**config.mk**
```make
export PLATFORM = sky130hd
export DESIGN_NAME = serial_adder
export DESIGN_NICKNAME = d
export VERILOG_FILES = /design/src/rtl/arith_pkg.sv /design/src/rtl/full_adder.sv /design/src/rtl/half_adder.sv /design/src/rtl/serial_adder.sv
export SDC_FILE = /design/constraint.sdc
export NUM_CORES = 1
export LEC_CHECK = 0
export BUFFER_PORTS_ARGS = -buffer_cell sky130_fd_sc_hd__buf_2
export CAP_MARGIN = 20
export CORE_MARGIN = 8
export CORE_UTILIZATION = 52
export CTS_CLUSTER_DIAMETER = 120
export CTS_CLUSTER_SIZE = 14
export DETAILED_ROUTE_END_ITERATION = 16
export PLACE_DENSITY = 0.77
export SLEW_MARGIN = 20
export SYNTH_ARGS = -nofsm -noshare
export SYNTH_HDL_FRONTEND = slang
export SYNTH_SLANG_ARGS = --single-unit
```
**constraint.sdc**
```tcl
create_clock -name clk -period 1.23 [get_ports clk]
set_input_delay 0.246 -clock clk [delete_from_list [all_inputs] [get_ports clk]]
set_output_delay 0.246 -clock clk [all_outputs]
set_load 0.05 [all_outputs]
```
**src/rtl/arith_pkg.sv**
```systemverilog
// Shared arithmetic-unit definitions: serial adder FSM encodings.
package arith_pkg;

    localparam int STATE_W = 2;

    typedef enum logic [STATE_W-1:0] {
        IDLE = 2'd0,
        RUN  = 2'd1,
        DONE = 2'd2
    } state_t;

endpackage

```
**src/rtl/full_adder.sv**
```systemverilog
// Single-bit full adder from two half adders and an OR.
module full_adder (
    input  logic a,
    input  logic b,
    input  logic cin,
    output logic sum,
    output logic cout
);

    logic s1;
    logic c1;
    logic c2;

    half_adder u_ha0 (
        .a (a),
        .b (b),
        .s (s1),
        .c (c1)
    );

    half_adder u_ha1 (
        .a (s1),
        .b (cin),
        .s (sum),
        .c (c2)
    );

    assign cout = c1 | c2;

endmodule

```
**src/rtl/half_adder.sv**
```systemverilog
// Single-bit half adder.
module half_adder (
    input  logic a,
    input  logic b,
    output logic s,
    output logic c
);

    assign s = a ^ b;
    assign c = a & b;

endmodule

```
**src/rtl/serial_adder.sv**
```systemverilog
// Bit-serial adder, one bit pair per cycle, LSB first.
// Define SERIAL_ADDER_OVF_EN to add the signed-overflow output ovf.
module serial_adder
    import arith_pkg::*;
#(
    parameter int WIDTH = 8
) (
    input  logic             clk,
    input  logic             rst,
    input  logic             start,
    input  logic [WIDTH-1:0] a,
    input  logic [WIDTH-1:0] b,
    input  logic             cin,
    output logic             busy,
    output logic             done,
    output logic [WIDTH-1:0] sum,
    output logic             cout
`ifdef SERIAL_ADDER_OVF_EN
    ,
    output logic             ovf
`endif
);

    localparam int CW = $clog2(WIDTH) + 1;

    state_t           state;
    state_t           nxt;
    logic [WIDTH-1:0] ra;
    logic [WIDTH-1:0] rb;
    logic [WIDTH-1:0] rs;
    logic             c;
    logic [CW-1:0]    cnt;
    logic             accept;
    logic             last;
    logic             fs;
    logic             fc;

    assign accept = start && ((state == IDLE) || (state == DONE));
    assign last   = (cnt == CW'(WIDTH - 1));

    full_adder u_fa (
        .a    (ra[0]),
        .b    (rb[0]),
        .cin  (c),
        .sum  (fs),
        .cout (fc)
    );

    always_ff @(posedge clk or posedge rst) begin
        if (rst) begin
            state <= IDLE;
        end else begin
            state <= nxt;
        end
    end

    always_comb begin
        nxt = state;
        unique case (state)
            IDLE:    if (start) nxt = RUN;
            RUN:     if (last) nxt = DONE;
            DONE:    nxt = start ? RUN : IDLE;
            default: nxt = IDLE;
        endcase
    end

    // Accept and RUN are exclusive, so a start during RUN changes nothing.
    always_ff @(posedge clk or posedge rst) begin
        if (rst) begin
            ra  <= '0;
            rb  <= '0;
            rs  <= '0;
            c   <= 1'b0;
            cnt <= '0;
        end else if (accept) begin
            ra  <= a;
            rb  <= b;
            c   <= cin;
            cnt <= '0;
        end else if (state == RUN) begin
            ra <= ra >> 1;
            rb <= rb >> 1;
            c  <= fc;
            rs <= {fs, rs[WIDTH-1:1]};
            if (!last) cnt <= cnt + 1'b1;
        end
    end

`ifdef SERIAL_ADDER_OVF_EN
    logic ovf_q;

    // On the MSB cycle c is the carry into the MSB and fc the carry out.
    always_ff @(posedge clk or posedge rst) begin
        if (rst) begin
            ovf_q <= 1'b0;
        end else if ((state == RUN) && last) begin
            ovf_q <= c ^ fc;
        end
    end

    assign ovf = ovf_q;
`endif

    assign busy = (state == RUN);
    assign done = (state == DONE);
    assign sum  = rs;
    assign cout = c;

endmodule
```
==> metrics.md <==
| Metric | Value |
|---|---|
| Status | complete, but fails checks |
| Violated checks | negative setup slack |
| Clock power frac | 0.123 |
| H-tree Lvls | 2 |
| Peak supply drop | 0.00197 V |
| FF-to-FF setup slack | 0 ns |
| Maxcap violations | 0 |
| Crit share post-route | 1.12 |
| Syn Nets | 165 |
| Async S/R FF share, synth | 1.00 |
| Cell count along the critical path | 2 |
| Fillers | 214 |
| Total leakage power | 0.000929 uW |
| Top cells by area, synth | dfrtp_1, nand2_1, buf_6 |
| Mapped Cells | 143 |
| Synth cell types | 27 |
| Cell taking the most area after synthesis | dfrtp_1 |
| Num CTS Buffers | 5 |
| FF+latch area | 777 um^2 |
| Final Max Tran Viols | 0 |
| CP required | 0.98 ns |
| Reg clk slew, reported paths | 0.09 ns |
| CP arrival | 1.14 ns |
| Multi-input logic area | 601 um^2 |
| Mapped cell area | 0.00141 mm^2 |
| CTS root buffer | clkbuf_4 |
| Final Non-Filler Cells | 220 |
| Worst hold path type | input port to flip-flop |
| CP Class | flip-flop to primary output |
| CP Max Fanout | 3 |
| Clock Skew | 0.00768 ns |
| Count leader, synth | nand2_1 |
| CP bufs+invs | 1 |
| Overall overflow remaining after global route | 0 |
| Register area share after synthesis | 0.552 |
| Power per cell area | 2940 mW/mm^2 |
| Min Tclk post-route | 1.38 ns |
| RR Startpoint | state[0] |
| Rows | 19 |
| Largest net degree at the start of global routing | 32 |
| Worst slew pin tran | 0.393 ns |
| Final worst slack | -0.152 ns |
| Synth Register Bits | 31 |
| Initial DRC count | 61 |
| CTS Sinks | 31 |
| Final setup violation count | 2 |
| Nature of the critical path startpoint | flip-flop |
| Combinational power share | 0.542 |
| Skew-Pair Late Insertion Delay | 0.33 ns |
| Hold Startpoint | b[0] |
| First-pass GRT wire length | 5.34 mm |
| DRC Markers | 0 |
| CTS max path bufs | 2 |
| Buffers added on ports | 30 |
| Hold path cells | 3 |
| Post-DP HPWL | 2.18 mm |
| Post-DP Area | 0.00157 mm^2 |
| Antenna violations before repair | 0 |
| Placement Setup Slack | 0.00171 ns |
| Number of synthesized flops with an enable pin | 0 |
| Slowest CP cell | dfrtp_1 |
| Initial core utilization | 0.528 |
| GR Util All Layers | 0.151 |
| Final nets | 210 |
| Final Power | 5520 uW |
| Max_slew headroom | 0.738 |
| Worst stage delay on the critical path | 0.43 ns |
| P&R area growth vs syn | 33.2% |
| Synth Area per Inst | 9.83 um^2 |
| Die height | 68.0 um |
| Vias in the first global route | 1239 |
| Post-route ant nets | 0 |
| WL/cell | 15.7 um |
| Pint | 3100 uW |
| Core ar. | 0.00266 mm^2 |
| RSZ-0062 raised after global routing | yes |
| Io pins | 31 |
| Reg power frac | 0.335 |
| CTS tree | done |
| Routability cong. | 0.718 |
| Vias | 1211 |
| Peak Freq | 724 MHz |
| Layout cells sized above 1 | 0.397 |
| Final hold vios | 0 |
| YS warnings | 0 |
| Antenna cell count | 0 |
| Detailed Routing Iterations Pass 1 | 4 |
| NetSw | 2420 uW |
| Final Instance Area | 0.00187 mm^2 |
| Via-per-instance ratio | 5.50 |
| Ys flop type | dfrtp_1 |
| Final Core Density | 0.703 |
| WHS Endpoint | rb[0] |
| Critical path's top delay family | flip-flops |
| Cells along the critical path | and2b_1 > buf_6 |
| Reg2Reg Depth | 6 |
| Die W | 68.0 um |
| Reg2Reg Capture Point | rb[4] |
| DIE AREA | 0.00462 mm^2 |
| Switching portion of total power | 0.439 |
| Synth top area share | 0.552 |
| Final wirelength | 3.45 mm |
| Inst Count DP | 202 |
| Top post-synthesis cells by count | nand2_1, dfrtp_1, nand3_1, a22oi_1, nor2_1 |
| Type of element capturing the critical path | primary output |
==> power by group through the flow <==
stage / registers [uW] / clock network (uW) / logic, uW
floorplan: 2240 / 0 / 1450
global placement: 1800 / 0 / 2200
detailed placement: 1830 / 0 / 2300
CTS: 1810 / 696 / 2530
global route: 1900 / 735 / 3240
finish: 1850 / 678 / 2990
==> worst max-delay path by stage <==
stage	startpoint	endpoint	slack, ns
finish	state[0]	done	-0.15
global route	state[0]	done	-0.19
CTS	state[0]	done	-0.17
detailed placement	cnt[0]	cnt[1]	0.002
global placement	state[1]	busy	0.08
floorplan	cout	sum[7]	0.01
==> area by class of cell <==
type,instances,area share
clock buffers,8,0.0367
multi-input cells,98,0.321
inverters,4,0.0107
repair buffers,48,0.196
flip-flops and latches,31,0.415
well taps,31,0.0207
==> repair_timing <==
item | 4_1_cts | 5_1_grt
setup buffers | 3 | 3
pin swaps | 0 | 5
resized for setup | 16 | 25
hold buffers | 1 | 0
hold endpoints to repair | 31 | 0
cloned | 0 | 3
endpoints found under the setup margin | 11 | 19
==> routing by layer <==
layer | wire length (um) | global-route usage
met1 | 1430 | 0.173
met2 | 1720 | 0.250
met3 | 263 | 0.0556
met4 | 38 | 0.0614
met5 | 0 | 0
==> kinds of logic after synthesis <==
| logic type | after synthesis | share of synthesized area |
|---|---|---|
| fa+ha+maj | 2 | 0.0231 |
| simple gates | 70 | 0.222 |
| flops | 31 | 0.552 |
| buf+inv | 14 | 0.0765 |
| mux | 1 | 0.00712 |
| compound gates | 25 | 0.119 |
==> registers in the layout, indices dropped and copies added, names as in the netlist <==
name and flops:
cnt 4, cout 1, ra 8, rb 8, state 2, sum 8
==> metrics by stage <==
step                TNS, ns  hold WS (ns)
global placement          0         0.337
finish               -0.295         0.128
detailed placement        0         0.344
CTS                  -0.333         0.117
global route         -0.587         0.124
floorplan                 0         0.349
==> tightest hold or removal path: cells and delay by family <==
kind | cells | cell delay [ns]
buf+inv | 1 | 0.09
compound gates | 1 | 0.05
simple gates | 1 | 0.05
==> placed cells by master, fill, tap and decap left out, types with 4 or more instances in the layout <==
| cell type | n |
|---|---|
| dfrtp_1 | 30 |
| a22oi_2 | 5 |
| nor3_2 | 4 |
| o22ai_1 | 4 |
| clkbuf_4 | 6 |
| nand2_1 | 40 |
| buf_4 | 17 |
| buf_6 | 6 |
| buf_2 | 20 |
| nand3_1 | 10 |
| nor2_1 | 8 |
No activity file was read; power rests on OpenSTA's default activity.
